[src/rtl/imgproc_pkg.sv]
// Shared types and frame constants for the image-processor control path.
package imgproc_pkg;
    localparam int unsigned FRAME_W      = 320;
    localparam int unsigned FRAME_H      = 320;
    localparam int unsigned FRAME_PIXELS = FRAME_W * FRAME_H;
    localparam int unsigned MAX_ANGLE    = 90;
    localparam int unsigned PIX_CNT_W    = 17;
    localparam int unsigned WD_CNT_W     = 18;

    typedef enum logic [1:0] {
        OP_ROTATE     = 2'd0,
        OP_ZOOM       = 2'd1,
        OP_BLACKWHITE = 2'd2,
        OP_INVERSION  = 2'd3
    } op_e;

    typedef enum logic [1:0] {
        S_IDLE = 2'd0,
        S_PROC = 2'd1,
        S_COPY = 2'd2,
        S_DONE = 2'd3
    } seq_state_e;
endpackage

[src/rtl/imgproc_seq_ctrl_if.sv]
// Host command handshake, datapath control and status bundle of the sequencer.
interface imgproc_seq_ctrl_if;
    logic [3:0] cmd;
    logic [7:0] cmd_data;
    logic       cmd_valid;
    logic       cmd_ack;
    logic       busy;
    logic       refresh;
    logic       error;
    logic [1:0] func_sel;
    logic [6:0] angle;
    logic [3:0] zoom;
    logic       proc_start;
    logic       copy_start;
    logic       wr_tmp_stb;
    logic       wr_orig_stb;
    logic       abort;

    // master: host plus datapath write strobes; slave: the sequencer
    modport master (
        output cmd, cmd_data, cmd_valid, wr_tmp_stb, wr_orig_stb,
        input  cmd_ack, busy, refresh, error, func_sel, angle, zoom,
               proc_start, copy_start, abort
    );

    modport slave (
        input  cmd, cmd_data, cmd_valid, wr_tmp_stb, wr_orig_stb,
        output cmd_ack, busy, refresh, error, func_sel, angle, zoom,
               proc_start, copy_start, abort
    );
endinterface

[src/rtl/imgproc_cmd_check.sv]
// Combinational opcode/argument legality check and config-field decode.
module imgproc_cmd_check #(
    parameter int unsigned MAX_ANGLE = 90
) (
    input  logic [3:0] i_cmd,
    input  logic [7:0] i_cmd_data,
    output logic       o_legal,
    output logic [1:0] o_func_sel,
    output logic       o_load_angle,
    output logic       o_load_zoom,
    output logic [6:0] o_angle,
    output logic [3:0] o_zoom
);
    import imgproc_pkg::*;

    localparam logic [7:0] ANGLE_LIM = 8'(MAX_ANGLE);

    always_comb begin
        o_func_sel   = i_cmd[1:0];
        o_angle      = i_cmd_data[6:0];
        o_zoom       = i_cmd_data[3:0];
        o_legal      = 1'b0;
        o_load_angle = 1'b0;
        o_load_zoom  = 1'b0;
        if (i_cmd[3:2] == 2'b00) begin
            case (op_e'(i_cmd[1:0]))
                OP_ROTATE: begin
                    o_legal      = (i_cmd_data <= ANGLE_LIM);
                    o_load_angle = o_legal;
                end
                OP_ZOOM: begin
                    o_legal     = (i_cmd_data != 8'd0) && (i_cmd_data <= 8'd15);
                    o_load_zoom = o_legal;
                end
                default: o_legal = 1'b1;
            endcase
        end
    end
endmodule

[src/rtl/imgproc_seq_ctrl.sv]
// Two-pass frame sequencer: validates a host command, runs process and copy
// passes against per-pass pixel counts, and guards each pass with a watchdog.
module imgproc_seq_ctrl #(
    parameter int unsigned PIXELS    = imgproc_pkg::FRAME_PIXELS,
    parameter int unsigned TIMEOUT   = 262143,
    parameter int unsigned MAX_ANGLE = imgproc_pkg::MAX_ANGLE
) (
    input  logic               clk,
    input  logic               rst_n,
    imgproc_seq_ctrl_if.slave  bus
);
    import imgproc_pkg::*;

    localparam logic [PIX_CNT_W-1:0] PIX_TERM = PIX_CNT_W'(PIXELS);
    localparam logic [WD_CNT_W-1:0]  WD_TERM  = WD_CNT_W'(TIMEOUT);

    seq_state_e r_state, w_state_next;

    logic [PIX_CNT_W-1:0] r_pix_cnt, w_pix_next, w_pix_inc;
    logic [WD_CNT_W-1:0]  r_wd_cnt,  w_wd_next,  w_wd_inc;

    logic       r_cmd_ack,    w_cmd_ack_next;
    logic       r_busy,       w_busy_next;
    logic       r_refresh,    w_refresh_next;
    logic       r_error,      w_error_next;
    logic       r_proc_start, w_proc_start_next;
    logic       r_copy_start, w_copy_start_next;
    logic       r_abort,      w_abort_next;
    logic [1:0] r_func_sel,   w_func_sel_next;
    logic [6:0] r_angle,      w_angle_next;
    logic [3:0] r_zoom,       w_zoom_next;

    logic       w_legal, w_load_angle, w_load_zoom;
    logic [1:0] w_func_sel;
    logic [6:0] w_angle;
    logic [3:0] w_zoom;
    logic       w_cmd_take, w_active, w_stb, w_pix_done, w_wd_expire;

    imgproc_cmd_check #(.MAX_ANGLE(MAX_ANGLE)) u_cmd_check (
        .i_cmd        (bus.cmd),
        .i_cmd_data   (bus.cmd_data),
        .o_legal      (w_legal),
        .o_func_sel   (w_func_sel),
        .o_load_angle (w_load_angle),
        .o_load_zoom  (w_load_zoom),
        .o_angle      (w_angle),
        .o_zoom       (w_zoom)
    );

    // The ack cycle itself is skipped so one held request yields one ack.
    assign w_cmd_take = (r_state == S_IDLE) && bus.cmd_valid && !r_cmd_ack;
    assign w_active   = (r_state == S_PROC) || (r_state == S_COPY);
    assign w_stb      = (r_state == S_PROC) ? bus.wr_tmp_stb :
                        (r_state == S_COPY) ? bus.wr_orig_stb : 1'b0;

    assign w_pix_inc   = (w_stb && (r_pix_cnt != '1)) ? r_pix_cnt + 1'b1 : r_pix_cnt;
    assign w_wd_inc    = (r_wd_cnt != '1) ? r_wd_cnt + 1'b1 : r_wd_cnt;
    assign w_pix_done  = w_active && (w_pix_inc >= PIX_TERM);
    assign w_wd_expire = w_active && !w_pix_done && (w_wd_inc >= WD_TERM);

    always_ff @(posedge clk) begin
        if (!rst_n) r_state <= S_IDLE;
        else        r_state <= w_state_next;
    end

    // Abort reuses DONE so busy drops exactly one cycle after the abort pulse.
    always_comb begin
        w_state_next = r_state;
        unique case (r_state)
            S_IDLE: if (w_cmd_take && w_legal) w_state_next = S_PROC;
            S_PROC: if (w_pix_done) w_state_next = S_COPY;
                    else if (w_wd_expire) w_state_next = S_DONE;
            S_COPY: if (w_pix_done || w_wd_expire) w_state_next = S_DONE;
            S_DONE: w_state_next = S_IDLE;
            default: w_state_next = S_IDLE;
        endcase
    end

    always_comb begin
        w_cmd_ack_next    = 1'b0;
        w_proc_start_next = 1'b0;
        w_copy_start_next = 1'b0;
        w_refresh_next    = 1'b0;
        w_abort_next      = 1'b0;
        w_busy_next       = r_busy;
        w_error_next      = r_error;
        w_func_sel_next   = r_func_sel;
        w_angle_next      = r_angle;
        w_zoom_next       = r_zoom;
        w_pix_next        = '0;
        w_wd_next         = '0;
        unique case (r_state)
            S_IDLE: begin
                w_busy_next = 1'b0;
                if (w_cmd_take) begin
                    w_cmd_ack_next = 1'b1;
                    if (w_legal) begin
                        w_busy_next       = 1'b1;
                        w_proc_start_next = 1'b1;
                        w_error_next      = 1'b0;
                        w_func_sel_next   = w_func_sel;
                        if (w_load_angle) w_angle_next = w_angle;
                        if (w_load_zoom)  w_zoom_next  = w_zoom;
                    end else begin
                        w_error_next = 1'b1;
                    end
                end
            end
            S_PROC, S_COPY: begin
                if (w_pix_done) begin
                    w_copy_start_next = (r_state == S_PROC);
                    w_refresh_next    = (r_state == S_COPY);
                end else if (w_wd_expire) begin
                    w_abort_next = 1'b1;
                    w_error_next = 1'b1;
                end else begin
                    w_pix_next = w_pix_inc;
                    w_wd_next  = w_wd_inc;
                end
            end
            S_DONE: w_busy_next = 1'b0;
            default: w_busy_next = 1'b0;
        endcase
    end

    always_ff @(posedge clk) begin
        if (!rst_n) begin
            r_pix_cnt    <= '0;
            r_wd_cnt     <= '0;
            r_cmd_ack    <= 1'b0;
            r_busy       <= 1'b0;
            r_refresh    <= 1'b0;
            r_error      <= 1'b0;
            r_proc_start <= 1'b0;
            r_copy_start <= 1'b0;
            r_abort      <= 1'b0;
            r_func_sel   <= '0;
            r_angle      <= '0;
            r_zoom       <= '0;
        end else begin
            r_pix_cnt    <= w_pix_next;
            r_wd_cnt     <= w_wd_next;
            r_cmd_ack    <= w_cmd_ack_next;
            r_busy       <= w_busy_next;
            r_refresh    <= w_refresh_next;
            r_error      <= w_error_next;
            r_proc_start <= w_proc_start_next;
            r_copy_start <= w_copy_start_next;
            r_abort      <= w_abort_next;
            r_func_sel   <= w_func_sel_next;
            r_angle      <= w_angle_next;
            r_zoom       <= w_zoom_next;
        end
    end

    assign bus.cmd_ack    = r_cmd_ack;
    assign bus.busy       = r_busy;
    assign bus.refresh    = r_refresh;
    assign bus.error      = r_error;
    assign bus.proc_start = r_proc_start;
    assign bus.copy_start = r_copy_start;
    assign bus.abort      = r_abort;
    assign bus.func_sel   = r_func_sel;
    assign bus.angle      = r_angle;
    assign bus.zoom       = r_zoom;
endmodule

[src/flat_wrapper.sv]
// flat-port wrapper written by rule: the top's interface ports become plain ports
module imgproc_seq_ctrl_flat import imgproc_pkg::*;
#(
    parameter int unsigned PIXELS    = imgproc_pkg::FRAME_PIXELS,
    parameter int unsigned TIMEOUT   = 262143,
    parameter int unsigned MAX_ANGLE = imgproc_pkg::MAX_ANGLE
)
  (clk, rst_n, bus_cmd, bus_cmd_data, bus_cmd_valid, bus_wr_tmp_stb, bus_wr_orig_stb, bus_cmd_ack, bus_busy, bus_refresh, bus_error, bus_func_sel, bus_angle, bus_zoom, bus_proc_start, bus_copy_start, bus_abort);
  imgproc_seq_ctrl_if bus_i ();
  input  logic clk;
  input  logic rst_n;
  input wire logic [$bits(bus_i.cmd)-1:0] bus_cmd;
  input wire logic [$bits(bus_i.cmd_data)-1:0] bus_cmd_data;
  input wire logic [$bits(bus_i.cmd_valid)-1:0] bus_cmd_valid;
  input wire logic [$bits(bus_i.wr_tmp_stb)-1:0] bus_wr_tmp_stb;
  input wire logic [$bits(bus_i.wr_orig_stb)-1:0] bus_wr_orig_stb;
  output wire logic [$bits(bus_i.cmd_ack)-1:0] bus_cmd_ack;
  output wire logic [$bits(bus_i.busy)-1:0] bus_busy;
  output wire logic [$bits(bus_i.refresh)-1:0] bus_refresh;
  output wire logic [$bits(bus_i.error)-1:0] bus_error;
  output wire logic [$bits(bus_i.func_sel)-1:0] bus_func_sel;
  output wire logic [$bits(bus_i.angle)-1:0] bus_angle;
  output wire logic [$bits(bus_i.zoom)-1:0] bus_zoom;
  output wire logic [$bits(bus_i.proc_start)-1:0] bus_proc_start;
  output wire logic [$bits(bus_i.copy_start)-1:0] bus_copy_start;
  output wire logic [$bits(bus_i.abort)-1:0] bus_abort;
  assign bus_i.cmd = bus_cmd;
  assign bus_i.cmd_data = bus_cmd_data;
  assign bus_i.cmd_valid = bus_cmd_valid;
  assign bus_i.wr_tmp_stb = bus_wr_tmp_stb;
  assign bus_i.wr_orig_stb = bus_wr_orig_stb;
  assign bus_cmd_ack = bus_i.cmd_ack;
  assign bus_busy = bus_i.busy;
  assign bus_refresh = bus_i.refresh;
  assign bus_error = bus_i.error;
  assign bus_func_sel = bus_i.func_sel;
  assign bus_angle = bus_i.angle;
  assign bus_zoom = bus_i.zoom;
  assign bus_proc_start = bus_i.proc_start;
  assign bus_copy_start = bus_i.copy_start;
  assign bus_abort = bus_i.abort;
  imgproc_seq_ctrl #(.PIXELS(PIXELS), .TIMEOUT(TIMEOUT), .MAX_ANGLE(MAX_ANGLE)) u_core (.clk(clk), .rst_n(rst_n), .bus(bus_i));
endmodule
[config.mk]
export PLATFORM = sky130hd
export DESIGN_NAME = imgproc_seq_ctrl_flat
export DESIGN_NICKNAME = d
export VERILOG_FILES = /design/src/rtl/imgproc_pkg.sv /design/src/rtl/imgproc_seq_ctrl_if.sv /design/src/rtl/imgproc_cmd_check.sv /design/src/rtl/imgproc_seq_ctrl.sv /design/src/flat_wrapper.sv
export SDC_FILE = /design/constraint.sdc
export NUM_CORES = 1
export LEC_CHECK = 0
export ABC_CLOCK_PERIOD_IN_PS = 4200
export CAP_MARGIN = 30
export CORE_MARGIN = 4
export CORE_UTILIZATION = 25
export CTS_CLUSTER_SIZE = 14
export DETAILED_ROUTE_END_ITERATION = 12
export DONT_BUFFER_PORTS = 1
export SYNTH_ARGS = -nofsm -noshare
export SYNTH_HDL_FRONTEND = slang
export SYNTH_HIERARCHICAL = 1
export SYNTH_SLANG_ARGS = --single-unit
export TNS_END_PERCENT = 50
[constraint.sdc]
create_clock -name clk -period 4.2 [get_ports clk]
set_clock_uncertainty 0.2 [all_clocks]
set_input_delay 0.84 -clock clk [delete_from_list [all_inputs] [get_ports clk]]
set_output_delay 0.84 -clock clk [all_outputs]
set_load 0.02 [all_outputs]
==> run summary <==
status -> finished, final reports clean
WS Path Type -> reg -> reg
Die Y-Extent -> 118 um
max cap viols -> 0
cts repair resizes -> 0
Post-Syn Instances -> 356
multi-input combinational cell area -> 1660 um^2
Syn Nets -> 380
Boundary Pins -> 37
Pins Over Slew Limit -> 0
switch share -> 20.6%
endpoint class of the critical path -> flip-flop
CP Launch Point -> u_core/r_wd_cnt[0]
vias in the first global route -> 2468
flip-flop and latch area -> 1140 um^2
IO Port Bufs -> 0
asr flop ratio synth -> 0%
Starting Density -> 25.9%
Via Count -> 2546
Net Sw Power -> 0.255 mW
design area -> 3320 um^2
hpwl dp -> 5150 um
Die X -> 118 um
Post-CTS Hold Fix Bufs -> 0
most common cell in the synthesized netlist -> dfxtp_1
most frequent cells after synthesis -> dfxtp_1, nor2_1, nand2_1
first-pass GRT wire length -> 11800 um
core area -> 11600 um^2
initial antenna violation count -> 0
top_reg_cell synth -> dfxtp_1
n_diodes -> 0
Iteration-0 DRC Markers -> 169
Unique masters post-synth -> 50
CTS buffer count -> 9
share of the synthesized area in the top cell type -> 38.0%
Setup TNS -> 0 ps
Post-Route WL -> 7050 um
Worst Tran Pin Value -> 827 ps
arrival time at the worst endpoint -> 3900 ps
Worst IR Drop VDD -> 0.178 mV
Seq/Total Area, Yosys -> 38.0%
placed instance area -> 3040 um^2
global route overflow -> 0
Critical Path Start Type -> flip-flop
Global Route Usage Sum -> 10.5%
Residual DRC -> 0
Fmax -> 0.257 GHz
Core Rows -> 39
drt wl/cell -> 14.3 um
Mean Syn Cell Area -> 8.44 um^2
Critical Path RT -> 4210 ps
Worst-Skew Late Latency -> 320 ps
Synth Cell Area -> 3000 um^2
Clock Power Share -> 53.1%
post-route ant nets -> 0
vias per cell -> 5.16
sequential share of power -> 44.5%
Fill cells -> 1251
CTS tree -> built
final setup vio count -> 0
H-Tree Level Count -> 3
Period Utilization, post-route -> 92.7%
Leakage -> 1.04 nW
internal power -> 0.986 mW
yosys warns -> 6
Fin. Hold Viols -> 0
largest net degree at the start of global routing -> 24
post-CTS setup repair buffer count -> 0
worst hold path class -> reg -> reg
DR pass1 iterations -> 5
Slew headroom -> 44.8%
Area Growth Syn to Fin -> 10.4%
area leader, netlist -> dfxtp_1
EDFF count, synth -> 0
placer congestion estimate -> 0.883
combinational power share -> 2.4%
RSZ-0062 raised after global routing -> false
FF+latch count, synth -> 57
share of layout cells above drive strength 1 -> 7.71%
deepest clock path buffer count -> 2
Die Footprint -> 13800 um^2
Cell Pwr Density -> 374 nW/um^2
worst-path fanout max -> 11
reg2reg start -> u_core/r_wd_cnt[0]
Root Buffer -> clkbuf_16
hold_sp -> u_core/r_pix_cnt[1]
Clock Sinks -> 57
Nets -> 369
Tmin final -> 3890 ps
leading post-synthesis cells by cell area -> dfxtp_1, nand3_1, nor2_1
Worst-path clk slew -> 50 ps
==> layout by cell type, fill, tap and decap left out, types with 3 or more instances in the layout <==
cell       count
o2111a_1       3
nand3_1       32
and3_1        14
or3_1          5
xnor2_1       13
nand3b_1       3
o21ai_0        7
a21boi_0      13
nand4_1       10
a21oi_1       12
nor2b_1        4
clkinv_2       3
dfxtp_1       57
inv_1          7
nor2_1        35
nand2_1       33
ha_1           7
buf_4          5
clkbuf_16      9
nor3_1        15
xor2_1        13
a31oi_1        5
and2_1         4
or4_1          5
==> worst max-delay path, stage by stage, from the launching register on <==
cell       delay (ps)
dfxtp_1           470
ha_1              310
and3_1            260
a31oi_1           140
or3_1             400
or4_1             480
a311o_1           370
a2111oi_4         410
or3_1             350
buf_4             240
o21ba_1           160
==> power groups by stage <==
| stage | registers (mW) | logic, mW | clock network (mW) |
|---|---|---|---|
| after floorplan | 0.562 | 0.0362 | 0 |
| after global placement | 0.563 | 0.0295 | 0 |
| after detailed placement | 0.563 | 0.0301 | 0 |
| after CTS | 0.552 | 0.0303 | 0.680 |
| after global routing | 0.552 | 0.0339 | 0.710 |
| final | 0.552 | 0.0303 | 0.659 |
==> worst paths after layout <==
path                                             to  slack, ps  depth (start not counted)
worst min register to register  u_core/r_pix_cnt[1]        330                          2
worst max register to register   u_core/r_wd_cnt[7]        310                         10
worst max-delay path             u_core/r_wd_cnt[7]        310                         10
worst min-delay path            u_core/r_pix_cnt[1]        330                          2
==> cell type report <==
cell class	instances	share of cell area [%]
Timing Repair Buffer	5	1.13
Inverter	7	0.792
Clock inverter	3	0.453
Sequential cell	57	34.4
Multi-Input combinational cell	265	50.0
Clock buffer	13	7.85
Tap cell	143	5.40
==> through the flow <==
step                      setup slack [ps]  cells  util [%]  total power [mW]  hold WS [ps]
final                                  308    493      28.5              1.24           330
after global routing                   103    493      28.5              1.30           364
after CTS                              361    493      28.5              1.26           328
after detailed placement               411    477      26.2             0.593           315
after global placement                 505    477      26.2             0.593           313
after floorplan                        894    356         -             0.598           279
==> cell families after synthesis <==
group | Yosys count | synth area share (%)
flops | 57 | 38.0
fa+ha+maj | 7 | 2.92
xor+xnor | 26 | 7.58
simple gates | 172 | 29.7
mux | 3 | 1.04
compound gates | 57 | 14.0
buf+inv | 34 | 6.87
==> sequential cells by signal, summed over array words and instances (netlist names) <==
register               flops
u_core/r_wd_cnt           18
u_core/bus.abort           1
u_core/bus.proc_start      1
u_core/bus.refresh         1
u_core/bus.cmd_ack         1
u_core/bus.copy_start      1
u_core/r_pix_cnt          17
u_core/bus.zoom            4
u_core/bus.error           1
u_core/r_state             2
u_core/bus.busy            1
u_core/bus.func_sel        2
u_core/bus.angle           7
==> metal layers <==
| layer | routed length, um | global-route usage, % |
|---|---|---|
| met5 | 0 | 0 |
| met1 | 2970 | 11.4 |
| met3 | 529 | 4.52 |
| met2 | 3450 | 17.9 |
| met4 | 97 | 4.25 |
No activity file was read; power rests on OpenSTA's default activity.
